### config.mk
export PLATFORM = sky130hd
export DESIGN_NAME = load_store_unit
export DESIGN_NICKNAME = d
export VERILOG_FILES = /design/src/rtl/riscv_pkg.sv /design/src/rtl/lsu_align.sv /design/src/rtl/load_store_unit.sv
export SDC_FILE = /design/constraint.sdc
export NUM_CORES = 1
export LEC_CHECK = 0
export BUFFER_PORTS_ARGS = -buffer_cell sky130_fd_sc_hd__buf_2
export CORE_UTILIZATION = 47
export DETAILED_ROUTE_END_ITERATION = 8
export GPL_TIMING_DRIVEN = 0
export PLACE_DENSITY = 0.85
export SYNTH_ARGS = -nofsm -noshare
export SYNTH_HDL_FRONTEND = slang
export SYNTH_HIERARCHICAL = 1
export SYNTH_SLANG_ARGS = --single-unit
### constraint.sdc
create_clock -name clk -period 3.2 [get_ports clk]
set_input_delay 0.16 -clock clk [delete_from_list [all_inputs] [get_ports clk]]
set_output_delay 0.16 -clock clk [all_outputs]
set_load 0.02 [all_outputs]
### src/rtl/riscv_pkg.sv
// Shared load/store definitions: memory access modes, LSU states, fault codes.
// Latency: n/a (types and a pure combinational helper only).
// Backpressure: n/a.
//
// Contents:
//   mem_mode_e    - access width/extension encoding shared with the decode controller
//   lsu_state_e   - load/store unit FSM states
//   fault_cause_e - fault_cause_o codes
//   mode_legal()  - 1 when a mode/direction pair names a real access
package riscv_pkg;

  typedef enum logic [2:0] {
    MEM_B  = 3'b000,
    MEM_H  = 3'b001,
    MEM_W  = 3'b010,
    MEM_BU = 3'b100,
    MEM_HU = 3'b101
  } mem_mode_e;

  typedef enum logic [1:0] {
    LSU_IDLE   = 2'b00,
    LSU_REQ    = 2'b01,
    LSU_WAIT_R = 2'b10,
    LSU_DONE   = 2'b11
  } lsu_state_e;

  typedef enum logic [1:0] {
    FAULT_NONE     = 2'b00,
    FAULT_MISALIGN = 2'b01,
    FAULT_ILLEGAL  = 2'b10,
    FAULT_TIMEOUT  = 2'b11
  } fault_cause_e;

  // Unsigned variants only make sense for loads; stores have no extension.
  function automatic logic mode_legal(input logic [2:0] mode, input logic we);
    logic ok;
    case (mode)
      3'b000, 3'b001, 3'b010: ok = 1'b1;
      3'b100, 3'b101:         ok = ~we;
      default:                ok = 1'b0;
    endcase
    return ok;
  endfunction

endpackage

### src/rtl/lsu_align.sv
// Byte-lane steering: store byte enables/data replication, load lane select and extension, access checks.
// Latency: purely combinational, zero cycles.
// Backpressure: none; outputs follow inputs.
//
// Ports:
//   mode, we, addr_lo   - access descriptor (width/extension, direction, low address bits)
//   wdata               - raw store data (rs2)
//   rdata               - raw bus read word
//   be, wdata_lane      - byte enables and lane-replicated store data
//   rdata_ext           - selected lane, sign- or zero-extended to 32 bits
//   illegal, misaligned - access check results
module lsu_align
  import riscv_pkg::*;
(
  input  logic [2:0]  mode,
  input  logic        we,
  input  logic [1:0]  addr_lo,
  input  logic [31:0] wdata,
  input  logic [31:0] rdata,
  output logic [3:0]  be,
  output logic [31:0] wdata_lane,
  output logic [31:0] rdata_ext,
  output logic        illegal,
  output logic        misaligned
);

  logic [7:0]  rbyte;
  logic [15:0] rhalf;

  always_comb begin
    case (addr_lo)
      2'd0:    rbyte = rdata[7:0];
      2'd1:    rbyte = rdata[15:8];
      2'd2:    rbyte = rdata[23:16];
      default: rbyte = rdata[31:24];
    endcase
    rhalf = addr_lo[1] ? rdata[31:16] : rdata[15:0];
  end

  always_comb begin
    illegal    = ~mode_legal(mode, we);
    misaligned = 1'b0;
    be         = 4'b0000;
    wdata_lane = wdata;
    rdata_ext  = 32'h0;
    case (mem_mode_e'(mode))
      MEM_B, MEM_BU: begin
        be         = 4'b0001 << addr_lo;
        wdata_lane = {4{wdata[7:0]}};
        // mode[2] marks the unsigned variants
        rdata_ext  = mode[2] ? {24'h0, rbyte} : {{24{rbyte[7]}}, rbyte};
      end
      MEM_H, MEM_HU: begin
        misaligned = addr_lo[0];
        be         = addr_lo[1] ? 4'b1100 : 4'b0011;
        wdata_lane = {2{wdata[15:0]}};
        rdata_ext  = mode[2] ? {16'h0, rhalf} : {{16{rhalf[15]}}, rhalf};
      end
      MEM_W: begin
        misaligned = (addr_lo != 2'b00);
        be         = 4'b1111;
        rdata_ext  = rdata;
      end
      default: begin
        be = 4'b0000;
      end
    endcase
  end

endmodule

### src/rtl/load_store_unit.sv
// Load/store unit: turns decode load/store requests into single-beat bus accesses with fault detection.
// Latency: store 2 stall cycles, load 3 stall cycles minimum; DONE pulses done_o for one cycle.
// Backpressure: holds bus_valid/addr/be/we stable until bus_ready, waits for bus_rvalid; gives up after TIMEOUT_CYC cycles.
//
// Ports:
//   clk, rst_n                   - clock, asynchronous active-low reset
//   rd_en, wr_en, mem_mode       - request from decode (held while stall_o is high)
//   addr, wdata                  - effective address and store data
//   stall_o, done_o, rdata_o     - pipeline hold, completion pulse, extended load result
//   fault_o, fault_cause_o       - fault pulse and cause (01 misaligned, 10 illegal, 11 timeout)
//   bus_valid/we/addr/wdata/be   - request channel to memory bus
//   bus_ready, bus_rvalid, bus_rdata - bus request acceptance and read return
module load_store_unit
  import riscv_pkg::*;
#(
  parameter int TIMEOUT_CYC = 16
) (
  input  logic        clk,
  input  logic        rst_n,
  input  logic        rd_en,
  input  logic        wr_en,
  input  logic [2:0]  mem_mode,
  input  logic [31:0] addr,
  input  logic [31:0] wdata,
  output logic        stall_o,
  output logic [31:0] rdata_o,
  output logic        done_o,
  output logic        fault_o,
  output logic [1:0]  fault_cause_o,
  output logic        bus_valid,
  output logic        bus_we,
  output logic [31:0] bus_addr,
  output logic [31:0] bus_wdata,
  output logic [3:0]  bus_be,
  input  logic        bus_ready,
  input  logic        bus_rvalid,
  input  logic [31:0] bus_rdata
);

  localparam int CNT_W = $clog2(TIMEOUT_CYC + 1);
  localparam logic [CNT_W-1:0] CNT_LAST = CNT_W'(TIMEOUT_CYC - 1);

  lsu_state_e       state_q, state_d;
  logic [CNT_W-1:0] cnt_q, cnt_d;
  logic [31:0]      addr_q, addr_d;
  logic [31:0]      wdata_q, wdata_d;
  logic [2:0]       mode_q, mode_d;
  logic             we_q, we_d;
  logic [31:0]      rdata_q, rdata_d;
  logic             done_q, done_d;
  logic             fault_q, fault_d;
  fault_cause_e     cause_q, cause_d;
  logic             bus_valid_q, bus_valid_d;
  logic             bus_we_q, bus_we_d;
  logic [3:0]       bus_be_q, bus_be_d;

  // The aligner looks at the live request while idle (to check and steer it
  // before acceptance) and at the latched copy once an access is in flight.
  logic        in_idle;
  logic [2:0]  sel_mode;
  logic        sel_we;
  logic [1:0]  sel_addr_lo;
  logic [31:0] sel_wdata;
  logic [3:0]  al_be;
  logic [31:0] al_wdata;
  logic [31:0] al_rdata;
  logic        al_illegal;
  logic        al_misaligned;

  assign in_idle     = (state_q == LSU_IDLE);
  assign sel_mode    = in_idle ? mem_mode    : mode_q;
  assign sel_we      = in_idle ? wr_en       : we_q;
  assign sel_addr_lo = in_idle ? addr[1:0]   : addr_q[1:0];
  assign sel_wdata   = in_idle ? wdata       : wdata_q;

  lsu_align u_align (
    .mode       (sel_mode),
    .we         (sel_we),
    .addr_lo    (sel_addr_lo),
    .wdata      (sel_wdata),
    .rdata      (bus_rdata),
    .be         (al_be),
    .wdata_lane (al_wdata),
    .rdata_ext  (al_rdata),
    .illegal    (al_illegal),
    .misaligned (al_misaligned)
  );

  logic         req_any;
  logic         accept;
  logic         idle_fault;
  fault_cause_e idle_cause;
  logic         timeout;

  always_comb begin
    req_any    = rd_en | wr_en;
    idle_fault = in_idle & req_any & (al_illegal | al_misaligned);
    accept     = in_idle & req_any & ~(al_illegal | al_misaligned);
    // An unknown mode has no meaningful alignment, so illegal wins.
    idle_cause = al_illegal ? FAULT_ILLEGAL : FAULT_MISALIGN;
    timeout    = (cnt_q == CNT_LAST);
  end

  always_comb begin
    state_d     = state_q;
    cnt_d       = cnt_q;
    addr_d      = addr_q;
    wdata_d     = wdata_q;
    mode_d      = mode_q;
    we_d        = we_q;
    rdata_d     = rdata_q;
    done_d      = 1'b0;
    fault_d     = 1'b0;
    cause_d     = FAULT_NONE;
    bus_valid_d = 1'b0;
    bus_we_d    = 1'b0;
    bus_be_d    = 4'b0000;

    case (state_q)
      LSU_IDLE: begin
        if (accept) begin
          state_d     = LSU_REQ;
          cnt_d       = '0;
          addr_d      = addr;
          wdata_d     = wdata;
          mode_d      = mem_mode;
          we_d        = wr_en;   // store wins when both enables are high
          bus_valid_d = 1'b1;
          bus_we_d    = wr_en;
          bus_be_d    = al_be;
        end
      end

      LSU_REQ: begin
        if (bus_ready) begin
          if (we_q) begin
            state_d = LSU_DONE;
            done_d  = 1'b1;
          end else begin
            state_d = LSU_WAIT_R;
            cnt_d   = cnt_q + CNT_W'(1);
          end
        end else if (timeout) begin
          state_d = LSU_DONE;
          done_d  = 1'b1;
          fault_d = 1'b1;
          cause_d = FAULT_TIMEOUT;
          rdata_d = 32'h0;
        end else begin
          cnt_d       = cnt_q + CNT_W'(1);
          bus_valid_d = 1'b1;
          bus_we_d    = bus_we_q;
          bus_be_d    = bus_be_q;
        end
      end

      LSU_WAIT_R: begin
        if (bus_rvalid) begin
          state_d = LSU_DONE;
          done_d  = 1'b1;
          rdata_d = al_rdata;
        end else if (timeout) begin
          state_d = LSU_DONE;
          done_d  = 1'b1;
          fault_d = 1'b1;
          cause_d = FAULT_TIMEOUT;
          rdata_d = 32'h0;
        end else begin
          cnt_d = cnt_q + CNT_W'(1);
        end
      end

      default: begin
        // DONE: one-cycle completion; requests are not looked at here.
        state_d = LSU_IDLE;
      end
    endcase
  end

  always_ff @(posedge clk or negedge rst_n) begin
    if (!rst_n) begin
      state_q     <= LSU_IDLE;
      cnt_q       <= '0;
      addr_q      <= 32'h0;
      wdata_q     <= 32'h0;
      mode_q      <= 3'b000;
      we_q        <= 1'b0;
      rdata_q     <= 32'h0;
      done_q      <= 1'b0;
      fault_q     <= 1'b0;
      cause_q     <= FAULT_NONE;
      bus_valid_q <= 1'b0;
      bus_we_q    <= 1'b0;
      bus_be_q    <= 4'b0000;
    end else begin
      state_q     <= state_d;
      cnt_q       <= cnt_d;
      addr_q      <= addr_d;
      wdata_q     <= wdata_d;
      mode_q      <= mode_d;
      we_q        <= we_d;
      rdata_q     <= rdata_d;
      done_q      <= done_d;
      fault_q     <= fault_d;
      cause_q     <= cause_d;
      bus_valid_q <= bus_valid_d;
      bus_we_q    <= bus_we_d;
      bus_be_q    <= bus_be_d;
    end
  end

  // Stall rises combinationally on acceptance so the pipeline freezes in the
  // same cycle the request is seen; DONE releases it.
  assign stall_o       = accept | (state_q == LSU_REQ) | (state_q == LSU_WAIT_R);
  assign done_o        = done_q;
  assign rdata_o       = rdata_q;
  assign fault_o       = idle_fault | fault_q;
  assign fault_cause_o = idle_fault ? idle_cause : cause_q;
  assign bus_valid     = bus_valid_q;
  assign bus_we        = bus_we_q;
  assign bus_be        = bus_be_q;
  assign bus_addr      = {addr_q[31:2], 2'b00};
  assign bus_wdata     = al_wdata;

endmodule
==> results_dict.tcl, run 1 <==
set metrics [dict create \
    final_area_um2 9600 \
    drv_slew 0 \
    cp.arrival_ps 2920 \
    holdPathEnd "wdata_q[30]$_DFFE_PN0P_" \
    ys_types 50 \
    ant_nets 0 \
    power_mw 12.0 \
    finalCritPeriodShare_pct 96.3 \
    wl_per_cell_um 17.6 \
    synthFlopType "dfrtp_1" \
    drc 0 \
    setup_violations 0 \
    drive_gt1_share_pct 52.4 \
    timing.fmax_ghz 0.324 \
    port_buffers 209 \
    power.density_nw_per_um2 1250 \
    viasPerCell 5.42 \
    tightest_slew_ps 662 \
    max_slew_margin_pct 55.9 \
    synth_top_area_share_pct 42.9 \
    hold_class "in2reg" \
    hp-start "wdata[30]" \
    routed_wl_mm 19.3 \
    path_max_fanout 10 \
    path_class "reg2out" \
    cp_slowest_cell "dfrtp_1" \
    yosys_warnings 6 \
    max-vdd-ir-drop_v 0.000741 \
    min_period_ps 3080 \
    area_growth_pct 43.0 \
    synth_common_cells "128 x mux2_2, 115 x dfrtp_1, 53 x nand2_1" \
    grt_pass1_wl_mm 29.6 \
    synthCells 585 \
    rrSetupSlack_ps 170 \
    core.rowCount 43 \
    htreeDepth 4 \
    leakagePower_nw 4.65 \
    end_kind "output port" \
    grt_max_degree 84 \
    gr-total-overflow 0 \
    coreArea_um2 13900 \
    rr_startpoint "state_q[1]$_DFFE_PN0N_" \
    firstDrtPassIters 5 \
    synthTopCellsByArea "dfrtp_1 43%, mux2_2 21%, a22o_1 4.6%" \
    crit_top_cell "buf_6" \
    antenna_found_initial 1 \
    register_area_um2 2880 \
    yosysTopAreaCell "dfrtp_1" \
    initial_core_util_pct 48.4 \
    reg2reg_depth 13 \
    die_w_um 121 \
    outcome "finished clean" \
    nFillCells 1025 \
    postSynthAreaPerCell_um2 11.5 \
    dp_cells 976 \
    setup_tns_ps 0 \
    place_area_um2 8080 \
    path_cells "inv_2 > ha_2 > buf_12 > mux2_4 > clkbuf_16 > buf_8 > o21ai_4 > o21ai_2 > or2_4 > nor3_4 > buf_6 > nand2b_1 > buf_6" \
    gp_congestion 0.907 \
    cts_num_sinks 115 \
    post_synth_instance_area_um2 6710 \
    whs_ps 16.2 \
    synth-async-reset-ratio_pct 100 \
    fin_nets 1015 \
    cts_buffer_depth 2 \
    finish.utilization_pct 69.1 \
    fin_worst_skew_ps 7.15 \
    track_usage_pct 26.4 \
    cts_tree "built" \
    maxCapViolations 0 \
    ys_ff_latch 115 \
    num_vias 5932 \
    pre_cts_ws_ps -708 \
    path_clk_slew_ps 50 \
    whs_path_depth 2 \
    r2r-end "wdata_q[11]$_DFFE_PN0P_" \
    multi_input_area_um2 3330 \
    dieHeight_um 121 \
    final_cell_count_no_fill 1095 \
    ios 212 \
    max_stage_delay_ps 390 \
    clk_latency_ps 410 \
    dieArea_um2 14800 \
    synth_edf_count 0 \
    critPathLaunchType "flop" \
    drt-initial-drc-count 450 \
    layout_setup_ws_ps 118 \
    grt_pass1_vias 5995 \
    cts_made_buffers 17 \
    cts_root_buffer "clkbuf_16" \
    cp.required_ps 3040 \
    yosysSeqAreaShare_pct 42.9 \
    hpwl_mm 13.0 \
    finalHoldViolations 0 \
    synth_most_common_cell "mux2_2" \
]
[critical path, delay by kind of cell (launching register included)]
family                   cells  cell delay [ps]
buffers and inverters        6              760
flip-flops                   1              390
AO/OA/AOI/OAI                2              220
multiplexers                 1              340
AND/OR/NAND/NOR              3              590
adder cells (fa/ha/maj)      1              200
[sequential cells by signal, summed over array words and instances, names as in the netlist]
register,count
addr_q,32
bus_be,4
bus_valid,1
bus_we,1
cause_q,1
cnt_q,5
done_o,1
mode_q,3
rdata_o,32
state_q,2
wdata_q,32
we_q,1
[cell usage in the layout (no fill, tap or decap), types with 3 or more instances in the layout]
master	netlist	final
mux4_2	6	6
nand2_1	53	52
inv_1	12	9
nor2_1	10	9
clkinv_2	0	4
nand2b_1	3	3
or2_2	4	4
clkbuf_16	0	18
clkbuf_8	0	5
o21ai_0	24	21
mux2_1	8	8
a21oi_1	5	5
buf_2	3	208
inv_2	0	3
a21o_1	6	6
ha_1	8	7
clkbuf_1	28	18
a41oi_1	3	3
o21ai_1	5	5
buf_4	40	67
dfrtp_1	115	115
a211oi_1	15	15
buf_6	9	11
mux2_4	1	5
buf_8	0	3
mux2_2	128	124
a22oi_1	14	14
dlygate4sd3_1	0	65
a22o_1	35	35
and3_1	6	6
mux2i_1	9	9
[per-layer routing]
layer / wire length (um) / vias to the layer above / global-route usage (%) / part of all wire, %
met1: 7960 / 2890 / 32.0 / 41
met5: 0 / - / 0 / 0
met3: 1050 / 49 / 5.17 / 5.4
met4: 531 / 0 / 12.3 / 2.8
li1: - / 2741 / - / -
met2: 9710 / 252 / 44.9 / 50
[where the power goes]
group	internal (mW)	switching (mW)	total, mW
Combinational	3.59	3.95	7.54
Clock	1.22	0.655	1.87
Sequential	2.17	0.379	2.55
[cell families (layout without fill, tap and decap cells)]
family	after synthesis	count (layout)	synth area share [%]
AO/OA/AOI/OAI	124	124	13.5
adder cells (fa/ha/maj)	8	8	1.49
buffers and inverters	92	420	8.45
flip-flops	115	115	42.9
multiplexers	154	154	27.2
other	1	3	0.0559
AND/OR/NAND/NOR	91	91	6.43
[timing repair]
action / CTS / global route
resized for setup: 20 / 19
setup buffers: 15 / 12
pin swaps: 4 / 4
hold endpoints to repair: 96 / 0
hold buffers: 65 / 0
endpoints found under the setup margin: 104 / 82
[worst max path at each step]
stage | start | endpoint | cells past startpoint
6_report | state_q[1]$_DFFE_PN0N_ | stall_o | 13
5_1_grt | state_q[1]$_DFFE_PN0N_ | fault_cause_o[0] | 12
4_1_cts | state_q[0]$_DFFE_PN0N_ | fault_cause_o[0] | 13
3_5_place_dp | state_q[0]$_DFFE_PN0N_ | addr_q[2]$_DFFE_PN0P_ | 14
3_3_place_gp | state_q[0]$_DFFE_PN0N_ | wdata_q[7]$_DFFE_PN0P_ | 14
2_1_floorplan | state_q[0]$_DFFE_PN0N_ | wdata_q[10]$_DFFE_PN0P_ | 13
[final cells by class]
type,instances,area share [%]
sequential,115,30.0
clock inverter,9,1.08
antenna,1,0.0261
multi-input combinational,379,34.7
clock buffer,22,5.05
inverter,12,0.469
tap,180,2.35
timing repair buffer,302,20.3
buffer,75,6.05
Power figures use the tool's default switching activity.
==> run 2: changes to the inputs <==
==> constraint.sdc (replaced) <==
create_clock -name clk -period 2.5 [get_ports clk]
set_input_delay 0.125 -clock clk [delete_from_list [all_inputs] [get_ports clk]]
set_output_delay 0.125 -clock clk [all_outputs]
set_load 0.02 [all_outputs]
==> results_dict.tcl, run 2 (synthesis results as in run 1) <==
set metrics [dict create \
    outcome "complete, but fails checks" \
    violations "setup timing" \
    end_kind "flop" \
    cts_made_buffers 17 \
    viasPerCell 6.02 \
    area_growth_pct 67.0 \
    firstDrtPassIters 5 \
    place_area_um2 8160 \
    path_delay_family "buffers and inverters" \
    fin_nets 1067 \
    max-vdd-ir-drop_v 0.00122 \
    htreeDepth 4 \
    initial_core_util_pct 48.4 \
    routed_wl_mm 27.1 \
    coreArea_um2 13900 \
    critPathLaunchType "flop" \
    drc 0 \
    grt_pass1_vias 6713 \
    leakagePower_nw 5.44 \
    dr_wl_met2_mm 13.2 \
    grt_max_degree 60 \
    multi_input_area_um2 3920 \
    num_vias 6916 \
    timing.fmax_ghz 0.319 \
    cp.arrival_ps 3440 \
    ios 212 \
    path_class "reg2reg" \
    hpwl_mm 13.3 \
    die_w_um 121 \
    path_cells "inv_2 > ha_4 > clkbuf_16 > mux2_4 > clkbuf_16 > clkbuf_16 > o21ai_4 > o21ai_2 > or2_4 > nor3_4 > buf_6 > buf_12 > clkbuf_16 > mux2_4" \
    dieHeight_um 121 \
    cp.required_ps 2810 \
    setup_violations 139 \
    core.rowCount 43 \
    whs_ps 41.4 \
    crit_buf_inv 7 \
    maxCapViolations 0 \
    dieArea_um2 14800 \
    drt-initial-drc-count 671 \
    clk_latency_ps 430 \
    gp_congestion 0.875 \
    dr_wl_met3_mm 2.30 \
    wl_met1_mm 9.99 \
    path_max_fanout 8 \
    cts_tree "built" \
    min_period_ps 3130 \
    path_clk_slew_ps 50 \
    wl_per_cell_um 23.6 \
    cp_slowest_cell "dfrtp_1" \
    finalCritPeriodShare_pct 125 \
    gr-total-overflow 0 \
    ant_nets 0 \
    nFillCells 717 \
    hold_class "in2reg" \
    crit_top_cell "clkbuf_16" \
    power_mw 19.6 \
    drive_gt1_share_pct 61.3 \
    layout_setup_ws_ps -633 \
    track_usage_pct 31.8 \
    final_common_cell "buf_2" \
    cts_root_buffer "clkbuf_16" \
    final_area_um2 11200 \
    most-common-layout-cells "182 x buf_2, 115 x dfrtp_1, 89 x buf_4" \
    register_area_um2 2880 \
    max_stage_delay_ps 400 \
    cts_num_sinks 115 \
    grt_pass1_wl_mm 35.4 \
    rsz0062_at_grt "yes" \
    tightest_slew_ps 547 \
    antenna_found_initial 3 \
    power.density_nw_per_um2 1750 \
    highest_layer "met5" \
    cts_buffer_depth 2 \
    finalHoldViolations 0 \
    port_buffers 209 \
    pre_cts_ws_ps -1150 \
    fin_worst_skew_ps 11.6 \
    drv_slew 0 \
    max_slew_margin_pct 63.4 \
]
run 2: cell types whose count changed in the layout (fill, tap and decap cells not counted), sizes merged:
cell and change:
clkinvlp +2, diode +1, buf +47, bufinv -1, dlygate4sd3 +3, clkbuf +1
run 2: path summary, 6_finish.rpt:
kind,cells after the start,slack [ps],to,start
worst min-delay path,3,40,we_q$_DFFE_PN0P_,rd_en
worst max-delay path,14,-630,wdata_q[6]$_DFFE_PN0P_,state_q[0]$_DFFE_PN0N_
min in group asynchronous,2,240,wdata_q[15]$_DFFE_PN0P_,rst_n
worst min register to register,2,490,bus_be[2]$_DFFE_PN0P_,bus_be[2]$_DFFE_PN0P_
worst max register to register,14,-630,wdata_q[6]$_DFFE_PN0P_,state_q[0]$_DFFE_PN0N_
max in group asynchronous,3,1560,addr_q[11]$_DFFE_PN0P_,rst_n
run 2: power breakdown:
group	leakage [nW]	switching, mW	internal, mW	total (mW)
Combinational	3.76	6.67	7.32	14.0
Clock	0.261	0.880	1.40	2.28
Sequential	1.41	0.584	2.78	3.36
run 2: layout make-up:
cell class	count	area share, %
Multi-Input combinational cell	379	34.9
Sequential cell	115	25.7
Timing Repair Buffer	356	24.9
Buffer	73	7.10
Clock buffer	21	4.11
Tap cell	180	2.01
Clock inverter	10	0.759
Inverter	12	0.446
Antenna cell	2	0.0446
run 2: repair_timing:
action | 4_1_cts | 5_1_grt
buffers inserted | 45 | 28
gates resized for setup | 195 | 121
endpoints found under the setup margin | 145 | 141
hold buffers | 68 | 0
gates cloned | 2 | 10
endpoints found under the hold margin | 123 | 0
pin swaps | 12 | 31
run 2: stage by stage:
stage / utilization [%] / instances / setup TNS (ps)
floorplan: - / 586 / -54370
global placement: 58.5 / 975 / -117590
detailed placement: 58.8 / 976 / -108690
CTS: 75.5 / 1118 / -42220
global route: 80.8 / 1148 / -62930
finish: 80.8 / 1148 / -57230
run 2: metal layers:
layer | track usage (%) | vias to the layer above
li1 | - | 2859
met1 | 36.3 | 3349
met2 | 53.2 | 541
met3 | 7.99 | 165
met4 | 19.9 | 2
met5 | 0 | -
run 2: worst min-delay path: cells and delay by family:
kind                   cells  cell delay, ps
AO/OA/AOI/OAI              1              60
buffers and inverters      1             100
AND/OR/NAND/NOR            1             140
